File: config.mk
export PLATFORM = sky130hd
export DESIGN_NAME = hlsi_vadd_rtl
export DESIGN_NICKNAME = d
export VERILOG_FILES = /design/src/rtl/hlsi_vadd_rtl.sv
export SDC_FILE = /design/constraint.sdc
export NUM_CORES = 1
export LEC_CHECK = 0
export BUFFER_PORTS_ARGS = -buffer_cell sky130_fd_sc_hd__buf_4
export CAP_MARGIN = 20
export CORE_AREA = 4 4 117 119
export CTS_BUF_LIST = sky130_fd_sc_hd__clkbuf_8
export CTS_CLUSTER_DIAMETER = 30
export DETAILED_ROUTE_END_ITERATION = 8
export DIE_AREA = 0 0 121 123
export PLACE_DENSITY = 0.69
export SETUP_SLACK_MARGIN = 0.4
export SYNTH_ARGS = -nofsm -noshare
export SYNTH_HDL_FRONTEND = slang
export SYNTH_SLANG_ARGS = --single-unit
File: constraint.sdc
create_clock -name sys_clk -period 2.43 [get_ports sys_clk]
set_input_delay 0.3645 -clock sys_clk [delete_from_list [all_inputs] [get_ports sys_clk]]
set_output_delay 0.3645 -clock sys_clk [all_outputs]
set_load 0.01 [all_outputs]
File: src/rtl/hlsi_vadd_rtl.sv
`default_nettype none
// ============================================================================
// Module : hlsi_vadd_rtl
// Brief  : ap_ctrl_hs vector adder, out[i] = in1[i] + in2[i] over BRAM ports.
// Rev    : 1.0  initial release
// ============================================================================
module hlsi_vadd_rtl #(
    parameter int unsigned N      = 1024,
    parameter int unsigned DATA_W = 32,
    parameter int unsigned ADDR_W = 32
) (
    input  logic              sys_clk,
    input  logic              sys_rst,
    input  logic              ap_start,
    output logic              ap_done,
    output logic              ap_idle,
    output logic              ap_ready,
    output logic [ADDR_W-1:0] in1_Addr_A,
    output logic              in1_EN_A,
    output logic              in1_WEN_A,
    output logic [DATA_W-1:0] in1_Din_A,
    input  logic [DATA_W-1:0] in1_Dout_A,
    output logic [ADDR_W-1:0] in2_Addr_A,
    output logic              in2_EN_A,
    output logic              in2_WEN_A,
    output logic [DATA_W-1:0] in2_Din_A,
    input  logic [DATA_W-1:0] in2_Dout_A,
    output logic [ADDR_W-1:0] out_r_Addr_A,
    output logic              out_r_EN_A,
    output logic              out_r_WEN_A,
    output logic [DATA_W-1:0] out_r_Din_A,
    input  logic [DATA_W-1:0] out_r_Dout_A
);

    localparam int unsigned          C_CNT_W    = $clog2(N + 1);
    localparam logic [C_CNT_W-1:0]   C_LAST_IDX = C_CNT_W'(N - 1);

    typedef enum logic [1:0] {
        ST_IDLE  = 2'd0,
        ST_RUN   = 2'd1,
        ST_FLUSH = 2'd2,
        ST_DONE  = 2'd3
    } state_t;

    state_t               state_q, state_d;
    logic [C_CNT_W-1:0]   rd_idx_q, rd_idx_d;
    logic [C_CNT_W-1:0]   wr_idx_q, wr_idx_d;
    logic                 rd_en_q, rd_en_d;
    logic                 wr_en_q, wr_en_d;
    logic                 done_q, done_d;
    logic                 idle_q, idle_d;
    logic [DATA_W-1:0]    w_sum;
    logic                 unused_out_dout;

    always_ff @(posedge sys_clk) begin
        if (!sys_rst) begin
            state_q  <= ST_IDLE;
            rd_idx_q <= '0;
            wr_idx_q <= '0;
            rd_en_q  <= 1'b0;
            wr_en_q  <= 1'b0;
            done_q   <= 1'b0;
            idle_q   <= 1'b1;
        end else begin
            state_q  <= state_d;
            rd_idx_q <= rd_idx_d;
            wr_idx_q <= wr_idx_d;
            rd_en_q  <= rd_en_d;
            wr_en_q  <= wr_en_d;
            done_q   <= done_d;
            idle_q   <= idle_d;
        end
    end

    // Outputs are registered, so every value computed here is what the
    // ports will show during the cycle after the current one.
    always_comb begin
        state_d  = state_q;
        rd_idx_d = rd_idx_q;
        rd_en_d  = 1'b0;
        // Read data returns one cycle after the read; write it back then.
        wr_en_d  = rd_en_q;
        wr_idx_d = rd_en_q ? rd_idx_q : wr_idx_q;
        done_d   = 1'b0;
        idle_d   = 1'b0;

        case (state_q)
            ST_IDLE: begin
                idle_d = 1'b1;
                if (ap_start) begin
                    state_d  = ST_RUN;
                    rd_en_d  = 1'b1;
                    rd_idx_d = '0;
                    idle_d   = 1'b0;
                end
            end
            ST_RUN: begin
                if (rd_idx_q == C_LAST_IDX) begin
                    state_d = ST_FLUSH;
                end else begin
                    rd_en_d  = 1'b1;
                    rd_idx_d = rd_idx_q + C_CNT_W'(1);
                end
            end
            ST_FLUSH: begin
                state_d = ST_DONE;
                done_d  = 1'b1;
            end
            ST_DONE: begin
                if (ap_start) begin
                    state_d  = ST_RUN;
                    rd_en_d  = 1'b1;
                    rd_idx_d = '0;
                end else begin
                    state_d = ST_IDLE;
                    idle_d  = 1'b1;
                end
            end
            default: begin
                state_d = ST_IDLE;
                idle_d  = 1'b1;
            end
        endcase
    end

    // Write data rides straight off the read ports to keep the one-cycle
    // read-to-write turnaround; gated so it reads zero outside writes.
    assign w_sum           = in1_Dout_A + in2_Dout_A;
    assign out_r_Din_A     = wr_en_q ? w_sum : '0;
    assign unused_out_dout = ^out_r_Dout_A;

    assign ap_done      = done_q;
    assign ap_ready     = done_q;
    assign ap_idle      = idle_q;

    assign in1_Addr_A   = ADDR_W'(rd_idx_q);
    assign in1_EN_A     = rd_en_q;
    assign in1_WEN_A    = 1'b0;
    assign in1_Din_A    = '0;

    assign in2_Addr_A   = ADDR_W'(rd_idx_q);
    assign in2_EN_A     = rd_en_q;
    assign in2_WEN_A    = 1'b0;
    assign in2_Din_A    = '0;

    assign out_r_Addr_A = ADDR_W'(wr_idx_q);
    assign out_r_EN_A   = wr_en_q;
    assign out_r_WEN_A  = wr_en_q;

endmodule
`default_nettype wire
## Word-level counts from Yosys, hierarchy flattened

Cells that the tools add are included.

| operators by class | value |
|---|---|
| add/subtract/negate cells | 2 |
| equal/unequal tests | 8 |
| multiplexer cells | 14 |
| reduce and logical (&&, ||, !) cells | 5 |

Operators by type and width:

| operator | number |
|---|---|
| $add A32 B32 Y32 | 1 |
| $mux W32 | 1 |
| $mux W11 | 2 |
| $pmux W11 S2 | 1 |
| $add A11 B1 Y11 const B | 1 |
| $eq A11 B10 Y1 const B | 1 |
| $pmux W2 S4 | 1 |
| $mux W1 | 6 |
| $ne A2 B2 Y1 const B | 3 |
| $eq A2 B2 Y1 const B | 2 |
| $mux W2 | 2 |
| $reduce_and A3 Y1 | 1 |
| $eq A2 B1 Y1 const B | 1 |
| $logic_not A2 Y1 | 1 |
| $ne A2 B1 Y1 const B | 1 |
| $pmux W1 S2 | 1 |
| $reduce_and A2 Y1 | 1 |
| $reduce_bool A2 Y1 | 1 |
| $reduce_or A2 Y1 | 1 |

| word-level totals | value |
|---|---|
| register bits after elaboration | 28 |
| input bits | 99 |
| output and inout port bits | 201 |

## Logic depth before layout (Yosys ltp)

| logic depth | value |
|---|---|
| depth after elaboration | 4 |
| mapped depth | 10 |
| mapped depth without buffers | 10 |

## Least setup slack after synthesis

No wires, ideal clock.

| path | value |
|---|---|
| path kind | input to output |
| start point | input port in1_Dout_A[0] |
| end point | output port out_r_Din_A[28] |
| arrival | 2.258 ns |
| required time | 2.066 ns |
| path slack | -0.193 ns |
| cell stages on the path | 10 |
| path buffers | 0 |
| cell sequence | ha_1 -> inv_1 -> fa_1 -> nor2b_1 -> o2111ai_1 -> a21o_1 -> o211a_2 -> o41ai_4 -> mux2i_1 -> o311ai_1 |

| on the way | value |
|---|---|
| longest elaborated chain between the ends | 2 |

Ends and longest elaborated chain:

| item | line | text |
|---|---|---|
| from (decl) | 22 | `input logic [DATA_W-1:0] in1_Dout_A,` |
| $add A32 B32 Y32 | 128 | `assign w_sum = in1_Dout_A + in2_Dout_A;` |
| $mux W32 | 129 | `assign out_r_Din_A = wr_en_q ? w_sum : '0;` |
| to (decl) | 31 | `output logic [DATA_W-1:0] out_r_Din_A,` |

Every way passes these cells.

## Worst setup path in the final report

Ends and elaborated chain as after synthesis.

==> results.rst <==
.. list-table::
   :header-rows: 1

   * - Metric
     - Value
   * - Type of element capturing the critical path
     - primary output
   * - Final slew viol count
     - 0
   * - Number of input and output port buffers inserted
     - 138
   * - Routed wire length
     - 13000 um
   * - Biggest area consumer among synthesized cells
     - sky130_fd_sc_hd__buf_4
   * - CTS tree
     - yes
   * - Share of async-settable or async-resettable flops after synthesis
     - 0%
   * - First-pass GRT wire length
     - 19000 um
   * - Worst min-delay path class
     - in2reg
   * - Number of flops mapped to enable cells by yosys
     - 0
   * - Simple-gate share of the synthesized area
     - 19.2%
   * - Aggregate global routing overflow
     - 0
   * - Worst path required time
     - 2.07 ns
   * - Highest Clock Rate
     - 0.349 GHz
   * - Relative contribution of combinational cells to total power
     - 68.0%
   * - Fraction of the mapped netlist area in compound gates
     - 20.5%
   * - Die area
     - 14900 um2
   * - Post-synthesis instance total
     - 570
   * - Combinational family with the most area after synthesis
     - buffers and inverters
   * - Die boundary height
     - 123 um
   * - GRT Total Usage
     - 15.0%
   * - Leading cell type by number of instances after synthesis
     - sky130_fd_sc_hd__buf_4
   * - Clock share of power
     - 12.3%
   * - Number of top-level design ports
     - 300
   * - Final estimated routing congestion in global placement
     - 0.868
   * - Die span in x
     - 121 um
   * - Number of global-route vias before repair
     - 3948
   * - Antenna diodes
     - 0
   * - Clock latency reported for the late side of the worst-skew pair
     - 0.28 ns
   * - Design internal power
     - 1.73 mW
   * - Number of detailed-routing iterations run before antenna repair
     - 4
   * - Initial antenna violation count
     - 0
   * - H-tree depth reported by CTS
     - 1
   * - Post-synthesis instance area
     - 4350 um2
   * - Root Buffer
     - sky130_fd_sc_hd__clkbuf_8
   * - Total of flip-flops plus latches after synthesis
     - 28
   * - Pin count of the biggest net entering global routing
     - 24
   * - Maximum ir drop on the vdd rail
     - 0.881 mV
   * - Slew at the pin with the worst max-slew slack
     - 0.736 ns
   * - Average wire per cell in the routed design
     - 13.5 um
   * - Number of design-rule violations left by the first detailed-router iteration
     - 133
   * - Yosys top cell area share
     - 24.7%
   * - Final Critical Period
     - 2.86 ns
   * - Flop pwr share
     - 19.8%
   * - Setup repair after global routing missed its margin
     - true
   * - P_leak
     - 3.09 nW
   * - Number of distinct standard cells referenced by the synthesized netlist
     - 73
   * - Dominant cells by area after synthesis
     - sky130_fd_sc_hd__buf_4 25%, sky130_fd_sc_hd__dfxtp_1 13%, sky130_fd_sc_hd__ha_1 11%, sky130_fd_sc_hd__nor2_1 4.4%, sky130_fd_sc_hd__a21oi_1 3.9%
   * - Vias per inst
     - 4.52
   * - Portion of the post-synthesis area used by sequential elements
     - 12.9%
   * - Net switching share of the total power
     - 42.6%
   * - Syn Area/Cell
     - 7.63 um2
   * - Post-DP HPWL
     - 10500 um
   * - Row count
     - 41
   * - Failing checks
     - setup timing
   * - Outcome
     - finished, violations left
   * - Core region area
     - 12600 um2
   * - Hold path depth
     - 2
   * - YS warnings
     - 0
   * - Final hold violation count
     - 0
   * - Total design power
     - 3.01 mW
   * - Maximum clock insertion buffer count
     - 2
   * - Total number of nets in the final design
     - 930
   * - Fill cells
     - 1155
   * - Multiplexer share of the synthesized area
     - 4.17%
   * - Kind of start point of the critical path
     - input pin
   * - PwrDens
     - 458 nW/um2
   * - Number of hold buffers added after cts
     - 0
   * - Main flop type after synthesis
     - sky130_fd_sc_hd__dfxtp_1
   * - Maximum clock skew at final layout
     - 0.00472 ns
   * - Smallest setup slack after layout
     - -0.435 ns
   * - Clock transition at the registers of the reported paths
     - 0.10 ns
   * - Adder-cell area share of the yosys netlist
     - 11.1%
   * - Final critical-path share of the clock period
     - 118%
   * - Initial core utilization
     - 34.6%
   * - # Max-Cap Violations
     - 0
   * - Multi-input gate area in the final layout
     - 3700 um2
   * - Layout cells sized above 1
     - 45.8%
   * - Area grow syn2layout
     - 51.2%
   * - Max-slew headroom
     - 50.9%
   * - Setup TNS after final layout
     - -4.51 ns
   * - Worst Setup Path Type
     - in2out
   * - Commonest cells in the netlist
     - 143 x sky130_fd_sc_hd__buf_4, 51 x sky130_fd_sc_hd__nor2_1, 37 x sky130_fd_sc_hd__ha_1, 35 x sky130_fd_sc_hd__nand2_1, 34 x sky130_fd_sc_hd__a21oi_1
   * - Cell count of the worst reg-to-reg path
     - 9
   * - Drt drc
     - 0
   * - Area occupied by registers
     - 571 um2
   * - Total clock buffers created by CTS
     - 3
   * - Via count
     - 4358
   * - Highest fanout seen on the critical path
     - 2
   * - Arrival time of data at the critical path endpoint
     - 2.50 ns
   * - Final ANT Viol Nets
     - 0
   * - Xor and xnor fraction of the mapped netlist area
     - 4.23%
   * - Final Setup Violations
     - 20
   * - Total net switching power
     - 1.28 mW
   * - Clock sinks
     - 28
==> power by group through the flow <==
stage	registers, mW	clock network, mW	logic, mW
2_1_floorplan	0.573	0	1.28
3_3_place_gp	0.599	0	1.74
3_5_place_dp	0.598	0	1.75
4_1_cts	0.590	0.374	1.85
5_1_grt	0.603	0.400	2.23
6_report	0.595	0.369	2.05
==> cells in the final DEF, fill, tap and decap left out, drive strengths merged, types with 6 or more instances in the layout <==
cell | synthesis | routed
a21o | 14 | 14
nand2b | 7 | 7
and3 | 9 | 9
and2 | 6 | 6
o21ai | 27 | 27
nor2 | 51 | 51
nor2b | 6 | 6
xor2 | 11 | 11
dfxtp | 28 | 28
mux2i | 17 | 17
nand2 | 36 | 36
conb | 1 | 129
nor3 | 13 | 13
buf | 152 | 251
a21oi | 37 | 37
inv | 12 | 11
nand4 | 8 | 8
xnor2 | 10 | 10
ha | 37 | 37
nand3 | 15 | 15
a31oi | 7 | 7
==> per-layer routing <==
metal / share of wire, % / up-vias / GRT usage, %
li1: - / 2174 / -
met1: 41 / 2046 / 19.2
met5: 0 / - / 0
met2: 53 / 126 / 27.8
met3: 5.3 / 12 / 1.46
met4: 1.1 / 0 / 2.55
==> sequential cells by signal (all words and copies together) (netlist names) <==
register,count
ap_idle,1
wr_idx_q,11
state_q,2
rd_idx_q,11
ap_done,1
in1_EN_A,1
out_r_EN_A,1
==> timing repair <==
action / 4_1_cts / 5_1_grt
setup buffers: 8 / 11
resized for setup: 44 / 48
hold endpoints to repair: 0 / 0
pin swaps: 29 / 19
endpoints found under the setup margin: 40 / 40
==> critical path, stage by stage <==
cell                        delay, ns
sky130_fd_sc_hd__buf_8           0.07
sky130_fd_sc_hd__ha_4            0.13
sky130_fd_sc_hd__inv_2           0.04
sky130_fd_sc_hd__fa_2            0.38
sky130_fd_sc_hd__nor2b_4         0.13
sky130_fd_sc_hd__o2111ai_2       0.16
sky130_fd_sc_hd__a21o_1          0.23
sky130_fd_sc_hd__o211a_2         0.17
sky130_fd_sc_hd__o41ai_4         0.29
sky130_fd_sc_hd__mux2i_1         0.26
sky130_fd_sc_hd__o311ai_2        0.12
sky130_fd_sc_hd__buf_4           0.16
==> area by class of cell <==
class / count / area share, %
tap: 172 / 3.27
sequential: 28 / 8.68
multi-input combinational: 497 / 56.3
inverter: 12 / 0.742
clock inverter: 1 / 0.457
timing repair buffer: 251 / 29.9
clock buffer: 3 / 0.628
==> kinds of logic (layout without fill, tap and decap cells) <==
kind of cell             after synthesis  in the layout
buffers and inverters                173            267
AND/OR/NAND/NOR                      166            166
AO/OA/AOI/OAI                        125            125
adder cells (fa/ha/maj)               38             38
flip-flops                            28             28
XOR/XNOR                              21             21
multiplexers                          18             18
other                                  1            129
==> metrics by stage <==
step | area, um2 | util, % | setup slack (ns) | hold WS (ns) | std cells
2_1_floorplan | 5140 | - | -0.138 | 0.465 | 698
3_3_place_gp | 5920 | 47.1 | -0.402 | 0.475 | 941
3_5_place_dp | 5920 | 47.1 | -0.418 | 0.491 | 941
4_1_cts | 6270 | 49.9 | -0.406 | 0.338 | 953
5_1_grt | 6580 | 52.3 | -0.516 | 0.342 | 964
6_report | 6580 | 52.3 | -0.435 | 0.337 | 964
==> final timing paths <==
path / startpoint / end / slack, ns
worst min register to register: wr_idx_q[0]$_SDFFE_PN0P_ / wr_idx_q[0]$_SDFFE_PN0P_ / 0.51
worst max register to register: rd_idx_q[0]$_SDFFE_PN0P_ / state_q[1]$_SDFFE_PN0P_ / 0.42
worst min-delay path: ap_start / ap_idle$_SDFF_PN1_ / 0.34
worst max-delay path: in1_Dout_A[0] / out_r_Din_A[28] / -0.43
Note: power is estimated with default switching activity, not from simulation.
